`config.mk`:
```
export PLATFORM = sky130hd
export DESIGN_NAME = sync_debounce
export DESIGN_NICKNAME = d
export VERILOG_FILES = /design/src/rtl/sync_debounce.sv
export SDC_FILE = /design/constraint.sdc
export NUM_CORES = 1
export LEC_CHECK = 0
export CORE_MARGIN = 2
export CORE_UTILIZATION = 45
export DETAILED_ROUTE_END_ITERATION = 12
export MAX_ROUTING_LAYER = met4
export PLACE_DENSITY = 0.7
export SYNTH_ARGS = -nofsm -noshare
export SYNTH_HDL_FRONTEND = slang
export SYNTH_SLANG_ARGS = --single-unit
```
`constraint.sdc`:
```
create_clock -name clk -period 2.1 [get_ports clk]
set_input_delay 0.42 -clock clk [delete_from_list [all_inputs] [get_ports clk]]
set_output_delay 0.42 -clock clk [all_outputs]
set_load 0.02 [all_outputs]
```
`src/rtl/sync_debounce.sv`:
```
// Synchronises a bouncy asynchronous input into clk and accepts a new level only after
// it has held for STABLE_CYCLES samples. Provides registered edge strobes and glitch statistics.
module sync_debounce #(
    parameter int SYNC_STAGES   = 2,
    parameter int STABLE_CYCLES = 4,
    localparam int CNT_W        = $clog2(STABLE_CYCLES + 1)
) (
    input  logic       clk,
    input  logic       rst,
    input  logic       a_async,
    input  logic       glitch_clr,
    output logic       a_clean,
    output logic       rise,
    output logic       fall,
    output logic       glitch,
    output logic [7:0] glitch_cnt
);

    typedef enum logic [1:0] {
        LOW       = 2'd0,
        RISE_WAIT = 2'd1,
        HIGH      = 2'd2,
        FALL_WAIT = 2'd3
    } state_t;

    localparam logic [CNT_W-1:0] CNT_ONE  = CNT_W'(1);
    localparam logic [CNT_W-1:0] CNT_LAST = CNT_W'(STABLE_CYCLES - 1);

    logic [SYNC_STAGES-1:0] sync_q;
    logic                   a_s;
    state_t                 state_q, state_d;
    logic [CNT_W-1:0]       cnt_q, cnt_d;
    logic                   rise_d, fall_d, glitch_d;

    // Plain flop chain; a_s is the only synchronised signal the filter looks at.
    always_ff @(posedge clk or negedge rst) begin
        if (!rst) sync_q <= '0;
        else      sync_q <= {sync_q[SYNC_STAGES-2:0], a_async};
    end

    assign a_s = sync_q[SYNC_STAGES-1];

    always_comb begin
        state_d  = state_q;
        cnt_d    = cnt_q;
        rise_d   = 1'b0;
        fall_d   = 1'b0;
        glitch_d = 1'b0;
        case (state_q)
            LOW: begin
                if (a_s) begin
                    if (STABLE_CYCLES == 1) begin
                        state_d = HIGH;
                        rise_d  = 1'b1;
                        cnt_d   = '0;
                    end else begin
                        state_d = RISE_WAIT;
                        cnt_d   = CNT_ONE;
                    end
                end
            end
            RISE_WAIT: begin
                // Any reversal throws the partial run away entirely.
                if (!a_s) begin
                    state_d  = LOW;
                    glitch_d = 1'b1;
                    cnt_d    = '0;
                end else if (cnt_q == CNT_LAST) begin
                    state_d = HIGH;
                    rise_d  = 1'b1;
                    cnt_d   = '0;
                end else begin
                    cnt_d = cnt_q + CNT_ONE;
                end
            end
            HIGH: begin
                if (!a_s) begin
                    if (STABLE_CYCLES == 1) begin
                        state_d = LOW;
                        fall_d  = 1'b1;
                        cnt_d   = '0;
                    end else begin
                        state_d = FALL_WAIT;
                        cnt_d   = CNT_ONE;
                    end
                end
            end
            FALL_WAIT: begin
                if (a_s) begin
                    state_d  = HIGH;
                    glitch_d = 1'b1;
                    cnt_d    = '0;
                end else if (cnt_q == CNT_LAST) begin
                    state_d = LOW;
                    fall_d  = 1'b1;
                    cnt_d   = '0;
                end else begin
                    cnt_d = cnt_q + CNT_ONE;
                end
            end
            default: begin
                state_d = LOW;
                cnt_d   = '0;
            end
        endcase
    end

    always_ff @(posedge clk or negedge rst) begin
        if (!rst) begin
            state_q <= LOW;
            cnt_q   <= '0;
            a_clean <= 1'b0;
            rise    <= 1'b0;
            fall    <= 1'b0;
            glitch  <= 1'b0;
        end else begin
            state_q <= state_d;
            cnt_q   <= cnt_d;
            a_clean <= (state_d == HIGH) || (state_d == FALL_WAIT);
            rise    <= rise_d;
            fall    <= fall_d;
            glitch  <= glitch_d;
        end
    end

    // A clear that coincides with a new glitch keeps that glitch.
    always_ff @(posedge clk or negedge rst) begin
        if (!rst) begin
            glitch_cnt <= 8'd0;
        end else if (glitch_clr) begin
            glitch_cnt <= glitch_d ? 8'd1 : 8'd0;
        end else if (glitch_d && (glitch_cnt != 8'hFF)) begin
            glitch_cnt <= glitch_cnt + 8'd1;
        end
    end

endmodule

```
* Word level (Yosys, flattened, before mapping) *
Index checks and enable logic that the tools add are counted.

word-level totals
  output and inout port bits = 12
  logic and storage cells = 48
  flip-flop bits (word level) = 19
  input port bits = 4

cells by class
  reduce and logical (&&, ||, !) cells = 5
  muxes and demuxes = 24
  $add $sub $neg = 2
  equal/unequal tests = 9

operator list
  operator             number
  $mux 8               2
  $mux 3               5
  $mux 2               6
  $pmux 3 s4           1
  $add 8x1->8 const B  1
  $eq 2x2->1 const B   4
  $mux 1               8
  $ne 8x8->1 const B   1
  $pmux 2 s4           1
  $ne 2x2->1 const B   2
  $add 3x1->3 const B  1
  $eq 3x2->1 const B   1
  $eq 2x1->1 const B   1
  $logic_not 2->1      1
  $pmux 1 s2           1
  $reduce_and 2->1     1
  $reduce_bool 2->1    1
  $logic_and 1x1->1    1
  $logic_or 1x1->1     1

* Depth between registers and ports, before layout *
  depth in word-level cells = 6
  mapped depth = 5

* Worst setup path before layout *
No wires, ideal clock.

  path kind = flip-flop to flip-flop
  start = register a_clean (netlist name)
  end = register glitch_cnt[4]
  cell stages (with the launch flop) = 5
  arrival time = 1.551 ns
  required time = 2.023 ns
  buffers on the path = 0
  slack = 0.472 ns
  clock period less this slack = 1.628 ns
  cells stage by stage = dfrtp_1 > xnor2_4 > nand2_4 > or4_1 > a21oi_1

RTL lines
  element               RTL line  text
  to (signal assigned)  131       glitch_cnt <= glitch_d ? 8'd1 : 8'd0;
  to (signal assigned)  133       glitch_cnt <= glitch_cnt + 8'd1;
  to (decl)             16        output logic [7:0] glitch_cnt

* Final worst setup path *
  start = register glitch_cnt[3]
  end = output port glitch_cnt[3]

No word-level cell between the ends.

==> impl_metrics.tcl <==
set metrics [dict create \
    cts_tree "built" \
    drtIter0Drc 3 \
    rows 15 \
    maxSlewViolCount 0 \
    critPathLaunch "glitch_cnt[3]$_DFFE_PN0P_" \
    synth_warnings 0 \
    cts_setup_buffers 0 \
    core_area_um2 1760 \
    p_total_mw 1.10 \
    status "finished, final reports clean" \
    postCtsHoldBufs 0 \
    rr_worst_depth 4 \
    n_antenna_cell 0 \
    die_w_um 47.7 \
    finalCritPeriodShare_pct 90.6 \
    grt_pass1_wl_um 2770 \
    clock-sinks 18 \
    cts_resized 0 \
    numCtsBuffers 3 \
    yosysMostFrequentCell "dfrtp_1" \
    route.detailed.drc 0 \
    timing.hold.ws_ps 365 \
    routedWlPerCell_um 13.6 \
    yosys_register_bits 18 \
    cts_buffer_depth 2 \
    cpMaxStageDelayCell "clkdlybuf4s50_1" \
    synth_top_family_by_area "simple AND/OR/NAND/NOR gates" \
    muxShareOfSynthArea_pct 4.80 \
    finalSetupViolCount 0 \
    synth_top_area_cell "dfrtp_1" \
    synth-main-ff-cell "dfrtp_1" \
    vias 682 \
    rrSetupSlack_ps 450 \
    cp-endpoint "glitch_cnt[3]" \
    antenna_found_initial 0 \
    synth_fa_ha_area_share_pct 2.91 \
    fin_skew_ps 9.05 \
    wl_um 1660 \
    worstReg2RegEnd "glitch_cnt[4]$_DFFE_PN0P_" \
    crit_arrival_ps 1480 \
    ioPinCount 16 \
    crit_type "flip-flop to output port" \
    final_util_pct 61.1 \
    cpLargestDelayFamily "buffers and inverters" \
    final.setup.worst_slack_ps 198 \
    synthTopCellsByCount "dfrtp_1 (18), a21oi_1 (7), nand2_1 (7), nand3_1 (4), nand4_1 (4)" \
    critPathLaunchType "flip-flop" \
    synth_compound_area_share_pct 13.7 \
    cp_data_required_time_ps 1680 \
    fin_nets 104 \
    grt-ovfl-total 0 \
    final_cells 122 \
    track_usage_pct 18.1 \
    hpwl_um 1180 \
    routabilityCongestion 0.807 \
    grt_max_degree 19 \
    grt_pass1_vias 598 \
    grt_busiest_layer "met1" \
    timing.rr.start "a_clean$_DFF_PN0_" \
    synth_edf_count 0 \
    final_area_um2 1080 \
    netlist.area_leader.share_pct 52.3 \
    die_height_um 47.7 \
    synth-xor-area-share_pct 3.20 \
    maxCapViolCount 0 \
    insertion_delay_ps 290 \
    synth_area_leaders "dfrtp_1 (52%), a21oi_1 (4.1%), mux2i_1 (3.5%)" \
    path_clk_slew_ps 110 \
    fmax_mhz 526 \
    dieArea_um2 2280 \
    htreeDepth 1 \
    cp-end-kind "output port" \
    syn_avg_cell_area_um2 10.9 \
    root_buffer "clkbuf_4" \
    total_leakage_power_nw 0.468 \
    power.density_nw_per_um2 1020 \
    cp.depth 1 \
    finalSetupTns_ps 0 \
    worst_pin_slew_ps 357 \
    worstPathCellList "clkdlybuf4s50_1" \
    crit_path_max_fanout 9 \
    ys_types 31 \
    io_buffer_count 15 \
    placed_area_um2 1040 \
    grtUsageMet2_pct 25.3 \
    synth_nets 85 \
    drive_gt1_share_pct 10.3 \
    dp_cells 118 \
    grtUsageMet3_pct 3.40 \
    use_met1_pct 26.8 \
    async_flop_share_pct 100 \
    min_path_type "flip-flop to flip-flop" \
    ant_nets 0 \
    cp_slowest_stage_delay_ps 660 \
    area_growth_pct 25.1 \
    initial_utilization_pct 48.8 \
    post-route-min-period_ps 1900 \
    irDropWorstVdd_mv 0.848 \
    drtPass1Iterations 4 \
    synthSimpleGateAreaFrac_pct 20.3 \
    rsz0062_at_grt "false" \
    slew_headroom_pct 76.2 \
    critPathBufInv 1 \
    vias_per_cell 5.59 \
    dpl_worst_slack_ps 466 \
    seq_area_frac_synth_pct 52.3 \
    syn_inst 79 \
    hold_viol_final 0 \
    whs_path_depth 0 \
    synth.cell_area_um2 861 \
]
## flip-flops by register name, summed over array words and instances, names as in the netlist
name / cells
glitch_cnt: 8
a_clean: 1
state_q: 1
sync_q: 2
cnt_q: 3
fall: 1
glitch: 1
rise: 1
## worst min-delay path by stage
| stage | from | endpoint |
|---|---|---|
| floorplan | rst | a_clean$_DFF_PN0_ |
| global placement | sync_q[0]$_DFF_PN0_ | sync_q[1]$_DFF_PN0_ |
| detailed placement | sync_q[0]$_DFF_PN0_ | sync_q[1]$_DFF_PN0_ |
| CTS | sync_q[0]$_DFF_PN0_ | sync_q[1]$_DFF_PN0_ |
| global route | sync_q[0]$_DFF_PN0_ | sync_q[1]$_DFF_PN0_ |
| finish | sync_q[0]$_DFF_PN0_ | sync_q[1]$_DFF_PN0_ |
## per-layer routing
layer	vias up	routed length, um
li1	329	-
met1	332	815
met2	19	769
met3	2	63
met4	0	15
met5	-	0
## layout by cell type (no fill, tap or decap)
| cell type | n |
|---|---|
| nand2_4 | 1 |
| or2_1 | 2 |
| o21a_1 | 1 |
| clkdlybuf4s50_1 | 15 |
| nand2_1 | 7 |
| o211ai_1 | 2 |
| mux2i_1 | 3 |
| clkbuf_8 | 1 |
| o221a_2 | 1 |
| o311a_1 | 1 |
| clkbuf_4 | 3 |
| and3_1 | 1 |
| inv_2 | 1 |
| or4_1 | 1 |
| nand4_1 | 4 |
| nor3b_1 | 2 |
| nand2b_1 | 1 |
| nor2b_1 | 2 |
| dfrtp_1 | 18 |
| nand3b_1 | 1 |
| nor2_1 | 3 |
| nor3_1 | 1 |
| mux2_2 | 1 |
| ha_1 | 2 |
| inv_1 | 3 |
| buf_4 | 1 |
| and4_1 | 1 |
| nand3_1 | 4 |
| a21o_1 | 1 |
| xnor2_4 | 1 |
| a311oi_1 | 1 |
| a21oi_1 | 7 |
| o31ai_1 | 3 |
## where the power goes
group          internal [mW]  total [mW]  switching [mW]
Combinational          0.184       0.380           0.196
Clock                  0.106       0.215           0.109
Sequential             0.411       0.501          0.0901
## layout make-up
type | count | area [um2]
timing repair buffer | 16 | 158
multi-input combinational | 55 | 387
inverter | 4 | 15.0
fill | 160 | 687
tap | 25 | 31.3
sequential | 18 | 450
clock buffer | 4 | 36.3
## cells by family after synthesis
group / count (synthesis)
compound gates: 17
mux: 4
xor+xnor: 1
simple gates: 31
fa+ha+maj: 2
buf+inv: 6
flops: 18
Power figures use the tool's default switching activity.
